--- src/rtl/spi_byte_master_pkg.sv ---
// Shared constants and types for the SPI byte master: mode codes, FSM states
// and the SCLK edge-count terminal value.
package spi_byte_master_pkg;

  localparam int SPI_MODE0 = 0;
  localparam int SPI_MODE1 = 1;
  localparam int SPI_MODE2 = 2;
  localparam int SPI_MODE3 = 3;

  localparam int          EDGE_CW       = 5;
  localparam logic [4:0]  EDGE_TERMINAL = 5'd16;

  typedef enum logic [1:0] {
    ST_IDLE  = 2'd0,
    ST_SHIFT = 2'd1,
    ST_DONE  = 2'd2
  } state_e;

endpackage

--- src/rtl/spi_byte_master_sclk_gen.sv ---
// SCLK generator: half-bit counter, SCLK toggle and leading/trailing edge
// strobes. Strobes are asserted in the cycle whose closing edge toggles SCLK.
module spi_sclk_gen
  import spi_byte_master_pkg::*;
#(
  parameter logic CPOL = 1'b0,
  parameter int   H    = 2
) (
  input  logic               clk,
  input  logic               rstn,
  input  logic               i_clear,
  input  logic               i_run,
  output logic               o_sclk,
  output logic               o_lead,
  output logic               o_trail,
  output logic [EDGE_CW-1:0] o_edge_cnt
);

  localparam int            CW        = (H > 2) ? $clog2(H) : 1;
  localparam logic [CW-1:0] HALF_LAST = CW'(H - 1);

  logic [CW-1:0]      half_cnt_q, half_cnt_d;
  logic [EDGE_CW-1:0] edge_cnt_q, edge_cnt_d;
  logic               sclk_q, sclk_d;
  logic               wrap_s;

  assign wrap_s     = i_run && (half_cnt_q == HALF_LAST);
  // Toggle number edge_cnt_q+1 is odd (leading) when edge_cnt_q is even.
  assign o_lead     = wrap_s && (edge_cnt_q[0] == 1'b0);
  assign o_trail    = wrap_s && (edge_cnt_q[0] == 1'b1);
  assign o_sclk     = sclk_q;
  assign o_edge_cnt = edge_cnt_q;

  // Next-state for the half-bit counter, edge counter and SCLK level.
  always_comb begin
    half_cnt_d = half_cnt_q;
    edge_cnt_d = edge_cnt_q;
    sclk_d     = sclk_q;
    if (i_clear) begin
      half_cnt_d = '0;
      edge_cnt_d = '0;
      sclk_d     = CPOL;
    end else if (wrap_s) begin
      half_cnt_d = '0;
      edge_cnt_d = edge_cnt_q + 5'd1;
      sclk_d     = ~sclk_q;
    end else if (i_run) begin
      half_cnt_d = half_cnt_q + CW'(1);
    end else begin
      half_cnt_d = half_cnt_q;
    end
  end

  // Counter and SCLK registers.
  always_ff @(posedge clk or negedge rstn) begin
    if (!rstn) begin
      half_cnt_q <= '0;
      edge_cnt_q <= '0;
      sclk_q     <= CPOL;
    end else begin
      half_cnt_q <= half_cnt_d;
      edge_cnt_q <= edge_cnt_d;
      sclk_q     <= sclk_d;
    end
  end

endmodule

--- src/rtl/spi_byte_master.sv ---
// Single-byte SPI master: accepts a byte on the tx handshake, shifts it out
// MSB first on MOSI while capturing MISO, then strobes the received byte.
module spi_byte_master
  import spi_byte_master_pkg::*;
#(
  parameter int SPI_MODE          = SPI_MODE0,
  parameter int CLKS_PER_HALF_BIT = 2
) (
  input  logic       clk,
  input  logic       rstn,
  input  logic [7:0] i_tx_byte,
  input  logic       i_tx_dv,
  output logic       o_tx_ready,
  output logic [7:0] o_rx_byte,
  output logic       o_rx_dv,
  output logic       o_sclk,
  output logic       o_mosi,
  input  logic       i_miso
);

  localparam logic [1:0] MODE = SPI_MODE[1:0];
  localparam logic       CPOL = MODE[1];
  localparam logic       CPHA = MODE[0];

  state_e             state_q, state_d;
  logic [7:0]         tx_shift_q, tx_shift_d;
  logic [7:0]         rx_shift_q, rx_shift_d;
  logic [7:0]         rx_byte_q, rx_byte_d;
  logic               mosi_q, mosi_d;
  logic               tx_ready_q, tx_ready_d;
  logic               rx_dv_q, rx_dv_d;
  logic               accept_s, run_s, lead_s, trail_s, last_s, sample_s, drive_s;
  logic [EDGE_CW-1:0] edge_cnt_s;

  assign accept_s = ((state_q == ST_IDLE) || (state_q == ST_DONE)) && i_tx_dv;
  assign run_s    = (state_q == ST_SHIFT);
  assign last_s   = trail_s && (edge_cnt_s == (EDGE_TERMINAL - 5'd1));
  assign sample_s = CPHA ? trail_s : lead_s;
  // In CPHA=0 bit 7 is already on MOSI, so the final trailing edge has nothing to advance.
  assign drive_s  = CPHA ? lead_s : (trail_s && !last_s);

  spi_sclk_gen #(
    .CPOL (CPOL),
    .H    (CLKS_PER_HALF_BIT)
  ) u_sclk_gen (
    .clk        (clk),
    .rstn       (rstn),
    .i_clear    (accept_s),
    .i_run      (run_s),
    .o_sclk     (o_sclk),
    .o_lead     (lead_s),
    .o_trail    (trail_s),
    .o_edge_cnt (edge_cnt_s)
  );

  // Handshake FSM and shift-register next-state.
  always_comb begin
    state_d    = state_q;
    tx_shift_d = tx_shift_q;
    rx_shift_d = rx_shift_q;
    rx_byte_d  = rx_byte_q;
    mosi_d     = mosi_q;
    tx_ready_d = tx_ready_q;
    rx_dv_d    = 1'b0;
    case (state_q)
      ST_IDLE, ST_DONE: begin
        if (i_tx_dv) begin
          state_d    = ST_SHIFT;
          tx_ready_d = 1'b0;
          rx_shift_d = 8'h00;
          if (CPHA) begin
            mosi_d     = 1'b0;
            tx_shift_d = i_tx_byte;
          end else begin
            mosi_d     = i_tx_byte[7];
            tx_shift_d = {i_tx_byte[6:0], 1'b0};
          end
        end else begin
          state_d    = ST_IDLE;
          tx_ready_d = 1'b1;
          mosi_d     = 1'b0;
        end
      end
      ST_SHIFT: begin
        if (sample_s) begin
          rx_shift_d = {rx_shift_q[6:0], i_miso};
        end else begin
          rx_shift_d = rx_shift_q;
        end
        if (drive_s) begin
          mosi_d     = tx_shift_q[7];
          tx_shift_d = {tx_shift_q[6:0], 1'b0};
        end else begin
          mosi_d     = mosi_q;
        end
        if (last_s) begin
          state_d    = ST_DONE;
          tx_ready_d = 1'b1;
          rx_dv_d    = 1'b1;
          rx_byte_d  = rx_shift_d;
        end else begin
          state_d    = ST_SHIFT;
        end
      end
      default: begin
        state_d    = ST_IDLE;
        tx_ready_d = 1'b1;
        mosi_d     = 1'b0;
      end
    endcase
  end

  // State and registered outputs.
  always_ff @(posedge clk or negedge rstn) begin
    if (!rstn) begin
      state_q    <= ST_IDLE;
      tx_shift_q <= 8'h00;
      rx_shift_q <= 8'h00;
      rx_byte_q  <= 8'h00;
      mosi_q     <= 1'b0;
      tx_ready_q <= 1'b1;
      rx_dv_q    <= 1'b0;
    end else begin
      state_q    <= state_d;
      tx_shift_q <= tx_shift_d;
      rx_shift_q <= rx_shift_d;
      rx_byte_q  <= rx_byte_d;
      mosi_q     <= mosi_d;
      tx_ready_q <= tx_ready_d;
      rx_dv_q    <= rx_dv_d;
    end
  end

  assign o_tx_ready = tx_ready_q;
  assign o_rx_byte  = rx_byte_q;
  assign o_rx_dv    = rx_dv_q;
  assign o_mosi     = mosi_q;

endmodule

--- config.mk ---
export PLATFORM = sky130hd
export DESIGN_NAME = spi_byte_master
export DESIGN_NICKNAME = d
export VERILOG_FILES = /design/src/rtl/spi_byte_master_pkg.sv /design/src/rtl/spi_byte_master_sclk_gen.sv /design/src/rtl/spi_byte_master.sv
export SDC_FILE = /design/constraint.sdc
export NUM_CORES = 1
export LEC_CHECK = 0
export ABC_AREA = 1
export ABC_CLOCK_PERIOD_IN_PS = 1900
export CAP_MARGIN = 20
export CORE_UTILIZATION = 55
export DETAILED_ROUTE_END_ITERATION = 10
export DONT_BUFFER_PORTS = 1
export PLACE_DENSITY = 0.7
export SKIP_LAST_GASP = 1
export SLEW_MARGIN = 40
export SYNTH_ARGS = -nofsm -noshare
export SYNTH_HDL_FRONTEND = slang
export SYNTH_SLANG_ARGS = --single-unit
--- constraint.sdc ---
create_clock -name clk -period 1.9 [get_ports clk]
set_input_delay 0.38 -clock clk [delete_from_list [all_inputs] [get_ports clk]]
set_output_delay 0.38 -clock clk [all_outputs]
set_load 0.02 [all_outputs]
### After elaboration in Yosys (flattened, before gate mapping)

Index checks and enable logic that the tools add are counted.

| word-level totals | value |
|---|---|
| flip-flop bits (word level) | 36 |
| bits of input ports | 12 |
| output and inout bits | 12 |
| logic and storage cells | 60 |

| cells by class | value |
|---|---|
| add/sub/neg operators | 2 |
| eq/ne operators | 6 |
| muxes and demuxes | 24 |
| bitwise operators | 2 |
| reduce and logical (&&, ||, !) cells | 16 |

Operators by type and width:

| cell | number |
|---|---|
| $mux W8 | 4 |
| $pmux W8 S2 | 2 |
| $mux W1 | 12 |
| $mux W5 | 2 |
| $logic_and A1 B1 Y1 | 6 |
| $ne A2 B2 Y1 const B | 3 |
| $add A5 B1 Y5 const B | 1 |
| $eq A5 B4 Y1 const B | 1 |
| $pmux W1 S2 | 2 |
| $pmux W2 S2 | 1 |
| $reduce_and A2 Y1 | 2 |
| $reduce_bool A2 Y1 | 2 |
| $reduce_and A3 Y1 | 1 |
| $reduce_bool A3 Y1 | 1 |
| $eq A2 B1 Y1 const B | 1 |
| $eq A2 B2 Y1 const B | 1 |
| $logic_not A2 Y1 | 1 |
| $mux W2 | 1 |
| $not A1 Y1 | 2 |
| $reduce_or A2 Y1 | 1 |
| $add A1 B1 Y1 const B | 1 |
| $logic_not A1 Y1 | 1 |
| $logic_or A1 B1 Y1 | 1 |

### Longest topological paths before layout

| depth | value |
|---|---|
| depth after elaboration | 8 |
| depth in mapped cells | 9 |
| mapped depth without buffers | 9 |

### Hierarchy

From an unflattened synthesis, not the netlist that was laid out.

| second synthesis, totals | value |
|---|---|
| cells, all modules | 197 |
| area total of the unflattened synthesis | 1662.8 sq um |

By module, submodules not included:

| module | instances | cells each | area an instance (sq um) | sequential area each (sq um) |
|---|---|---|---|---|
| spi_byte_master | 1 | 155 | 1302.5 | 676.9 |
| spi_sclk_gen | 1 | 42 | 360.3 | 175.2 |

### Worst setup path before layout

No wires, ideal clock.

| timing | value |
|---|---|
| kind | flip-flop to flip-flop |
| start | register u_sclk_gen.edge_cnt_q[0] (netlist: u_sclk_gen.o_edge_cnt[0]) |
| end | register mosi_q (netlist: o_mosi) |
| setup time | 0.067 ns |
| data arrival time | 1.450 ns |
| required time | 1.833 ns |
| setup slack | 0.383 ns |
| stages on the path, launching flop included | 9 |
| buffers on the path | 0 |
| clock period less this slack | 1.517 ns |
| path through | dfrtp_1 -> ha_1 -> inv_1 -> nor2_1 -> ha_1 -> inv_1 -> a31oi_1 -> nand2_1 -> nand2_1 |

| on the way | value |
|---|---|
| longest elaborated chain between the ends | 5 |
| elaborated cells on any way between the ends | 6 |
| classes of those cells | 2 x eq/ne; 4 x reduce/logical |

RTL lines:

| item | line | RTL |
|---|---|---|
| from (decl) | spi_byte_master_sclk_gen.sv:23 | `logic [EDGE_CW-1:0] edge_cnt_q, edge_cnt_d;` |
| from (signal assigned) | spi_byte_master_sclk_gen.sv:62 | `edge_cnt_q <= edge_cnt_d;` |
| $eq A5 B4 Y1 or $logic_and A1 B1 Y1 (tied branches) | spi_byte_master.sv:37, spi_byte_master_sclk_gen.sv:30 |  |
| $logic_and A1 B1 Y1 | spi_byte_master.sv:37 | `assign last_s = trail_s && (edge_cnt_s == (EDGE_TERMINAL - 5'd1));` |
| $logic_not A1 Y1 | spi_byte_master.sv:40 | `assign drive_s = CPHA ? lead_s : (trail_s && !last_s);` |
| $logic_and A1 B1 Y1 (*) | spi_byte_master.sv:40 |  |
| $ne A2 B2 Y1 (no source line) (*) | - |  |
| to (signal assigned) | spi_byte_master.sv:128 | `mosi_q <= mosi_d;` |
| to (decl) | spi_byte_master.sv:29 | `logic mosi_q, mosi_d;` |

Every way passes the cells marked *; elsewhere a longest branch is shown, timed or not.
A chain may end at the register's enable or synchronous reset.

### Worst setup path in the final report

| timing | value |
|---|---|
| start | register u_sclk_gen.edge_cnt_q[0] (netlist: u_sclk_gen.o_edge_cnt[0]) |
| end | register tx_shift_q[7] |

| on the way | value |
|---|---|
| longest elaborated chain between the ends | 6 |
| elaborated cells on any way between the ends | 7 |
| classes of those cells | 2 x eq/ne; 5 x reduce/logical |

RTL lines:

| item | line | RTL |
|---|---|---|
| $eq A5 B4 Y1 or $logic_and A1 B1 Y1 (tied branches) | spi_byte_master.sv:37, spi_byte_master_sclk_gen.sv:30 |  |
| $logic_and A1 B1 Y1 | spi_byte_master.sv:37 |  |
| $logic_not A1 Y1 | spi_byte_master.sv:40 |  |
| $logic_and A1 B1 Y1 (*) | spi_byte_master.sv:40 |  |
| $ne A2 B2 Y1 (no source line) (*) | - |  |
| $reduce_and A3 Y1 (no source line) (*) | - |  |
| to (signal assigned) | spi_byte_master.sv:125 | `tx_shift_q <= tx_shift_d;` |
| to (decl) | spi_byte_master.sv:26 | `logic [7:0] tx_shift_q, tx_shift_d;` |

Marked as above.

==> results by group <==
Logic synthesis
  – Cells after synthesis: 205
  – Syn_area_per_cell: 8.12 µm²
  – Unique masters post-synth: 23
  – Cell Area, Synth: ~1700 µm²
  – Main area contributors after synthesis: dfrtp_1 50%, nand2_1 15%, nand3_1 9.9%, inv_1 5.2%, o21bai_1 3.6%
  – XOR/XNOR Fraction of Synth Area: 0%
  – Post-synthesis adder-cell area fraction: 1.50%
  – Multiplexer area fraction after synthesis: 0%
  – Simple-gate portion of the synthesized area: 30.8%
  – Sequential area share after synthesis: about half
  – Syn. warnings: 0
  – Post-synth EDFFs: 0
  – Synth Area in Compound Gates: 8.35%
  – Predominant post-synthesis flop cell: dfrtp_1
  – Synth top area share: roughly 50%
  – Area leader, netlist: dfrtp_1
  – Seq cells post-synth: 34
  – Post-synth ARST share: 100%
  – Main combinational cell family by area after synthesis: simple AND/OR/NAND/NOR gates
  – Syn nets: 219

Drt
  – DRC: 2
  – Initial DRC Count: 79
  – WL/cell: roughly 14 µm
  – Pre-Repair DR Iteration Count: 7
  – Count of antenna-violating nets left after detailed routing: 0
  – Vias per cell: between 5 and 6
  – Vias: between 1000 and 1500
  – Routed wire length: 3310 µm

Power
  – Peak supply drop: 0.502 mV
  – P_leak: 0.993 nW
  – Sequential fraction of design power: 55.5%
  – Cell-internal power: 1.06 mW
  – Comb power frac: around 3.5%
  – Power Density: 732 nW/µm²
  – Clock Power Share: about two fifths
  – Net Switching: 0.273 mW
  – Sw Share: 20.5%

Critical path
  – Worst path required time: 2.18 ns
  – R2r startpoint: u_sclk_gen.o_edge_cnt[0]
  – CP Launch Type: register
  – Worst Path Class, Setup: register to register
  – Critical path arrival: 1.99 ns
  – R2R Path End: tx_shift_q[7]
  – Reg2Reg Depth: 9
  – CP Capture Type: register
  – Worst-path fanout max: 7
  – Flop2flop setup slack: 0.19 ns

Timing
  – Hold slack final: between 0.15 and 0.2 ns
  – Slew HR: a little under three quarters
  – Maximum operating frequency: slightly below 600 MHz
  – Final Max Tran Viols: 0
  – Minimum clock period: 1.71 ns
  – Sum Neg Setup Slack: 0 ns
  – Unrepaired setup endpoints after global routing: true
  – Final setup fails: 0
  – Tcrit/Tclk final: between 90 and 100%
  – Final Hold Fails: 0
  – Skew final: between 0.003 and 0.004 ns
  – Least-Margin Pin Slew: roughly 0.43 ns

Die
  – Core footprint: 2810 µm²
  – Ports: 24
  – Die X: 57.0 µm
  – Die area: 3250 µm²
  – Row cnt: 19
  – Initial Util: 59.3%
  – Die H: 57.0 µm

Place
  – PortBufs: 0
  – Post-placement cell area: 1690 µm²
  – Global placement routability congestion: 0.781
  – Dpl hpwl: 2170 µm

Global route
  – Initial antenna violation count: 0
  – First-pass GRT wire length: approximately 5800 µm
  – GR Util All Layers: between 20% and 30%
  – Gr ovfl total: 0
  – Vias in the first global route: 1345
  – Largest net degree at the start of global routing: 35

Cells and area
  – Final core utilization: between 60% and 70%
  – Area of the multi-input gates: 688 µm²
  – Layout area overhead: 9.02%
  – Share of layout cells above drive strength 1: 10.4%
  – Fillers: 231
  – Ant. Diodes: 0
  – Final nets: ~230
  – Finished layout cell area: 1810 µm²
  – Total area of sequential cells: 852 µm²

Min path
  – Sink of the worst hold path: tx_shift_q[1]
  – Hold-critical path depth: 2
  – Hold Startpoint: i_tx_byte[0]
  – Tightest Hold Check Type: primary input to register

Clocking
  – Clock-pin slew on the worst setup and hold paths: 0.10 ns
  – Clock Path Buffers: 2
  – Num CTS Buffers: 5
  – Clk sink count: 34
  – CTS tree: yes
  – H-tree level count: 2
  – Clock Latency Late Sink: 0.34 ns
  – Root Buffer: clkbuf_4

Run status
  – Outcome: finished, violations left
  – Failing checks: design-rule violations

Job
  – Max Cap Violations: 0
metal layers:
metal	vias to the layer above	routed length, µm	GRT usage, %
li1	666	-	-
met1	618	1500	30.1
met2	46	1560	37.5
met3	5	203	8.16
met4	0	46	9.06
met5	-	0	0
layout by cell type (no fill, tap or decap):
cell / n
dfrtp_1: 33
nor2_4: 2
buf_4: 4
clkbuf_8: 1
clkbuf_4: 5
nor2_1: 6
nand2_2: 1
o22ai_1: 1
nand2_4: 2
nand3b_1: 1
o21ai_0: 11
nand3_1: 33
buf_12: 1
nand4_1: 1
nand2_1: 68
inv_1: 23
dfstp_2: 1
nor3_2: 1
a21oi_1: 1
bufinv_16: 1
ha_1: 2
inv_2: 2
o21bai_1: 8
a31oi_1: 1
a31oi_2: 1
dlygate4sd3_1: 1
kinds of logic (layout without fill, tap and decap cells):
kind of cell,Yosys count,count (layout)
simple gates,115,115
flops,34,34
buf+inv,31,38
compound gates,23,23
fa+ha+maj,2,2
power by group through the flow:
stage	sequential, mW	combinational (mW)	clock [mW]
after floorplan	0.751	0.0230	0
after global placement	0.751	0.0254	0
after detailed placement	0.752	0.0269	0
after CTS	0.737	0.0480	0.558
after global routing	0.738	0.0557	0.580
final	0.737	0.0468	0.544
worst max path at each step:
stage,start,end,slack [ns],cells after the start
after floorplan,u_sclk_gen.o_edge_cnt[0],o_mosi,0.38,8
after global placement,u_sclk_gen.o_edge_cnt[0],tx_shift_q[4],0.20,8
after detailed placement,u_sclk_gen.o_edge_cnt[0],tx_shift_q[3],0.05,8
after CTS,u_sclk_gen.o_edge_cnt[0],tx_shift_q[5],0.03,8
after global routing,u_sclk_gen.o_edge_cnt[0],o_rx_byte[2],-0.001,9
final,u_sclk_gen.o_edge_cnt[0],tx_shift_q[7],0.19,9
synthesized netlist by cell type (2+ instances only):
cell,number
nand2_1,68
inv_1,23
buf_4,2
buf_2,3
dfrtp_1,33
o21bai_1,8
nand3_1,33
nand2_4,2
a31oi_1,2
inv_2,2
ha_1,2
o21ai_0,11
nor2_1,6
metrics by stage:
| step | total power, mW | worst slack, ns | std cells |
|---|---|---|---|
| 6_report | 1.33 | 0.189 | 243 |
| 5_1_grt | 1.37 | -0.00149 | 243 |
| 4_1_cts | 1.34 | 0.0337 | 243 |
| 3_5_place_dp | 0.779 | 0.0525 | 234 |
| 3_3_place_gp | 0.777 | 0.198 | 234 |
| 2_1_floorplan | 0.774 | 0.383 | 205 |
timing repair:
action,in CTS,in global routing
setup buffers,0,0
hold buffers,2,0
endpoints found under the setup margin,0,8
gates resized for setup,0,2
endpoints found under the hold margin,34,0
area by class of cell:
class                           count  share of cell area, %
Inverter                           25                   5.17
Timing Repair Buffer                6                   3.31
Clock buffer                        6                   2.83
Multi-Input combinational cell    140                   37.9
Sequential cell                    34                   47.0
Clock inverter                      1                   1.66
Tap cell                           31                   2.14
flip-flops by register name, summed over array words and instances, names as in the netlist:
signal	count
o_rx_dv	1
u_sclk_gen.o_sclk	1
tx_shift_q	7
o_tx_ready	1
u_sclk_gen.o_edge_cnt	5
o_mosi	1
rx_shift_q	8
state_q	1
u_sclk_gen.half_cnt_q	1
o_rx_byte	8
worst max-delay path: stages (launching register included):
cell,delay [ns]
dfrtp_1,0.46
ha_1,0.24
inv_1,0.07
nor2_1,0.05
ha_1,0.18
inv_1,0.12
nand4_1,0.10
nand2_1,0.21
nand3_1,0.12
nand2_1,0.10
Note: power is estimated with default switching activity, not from simulation.
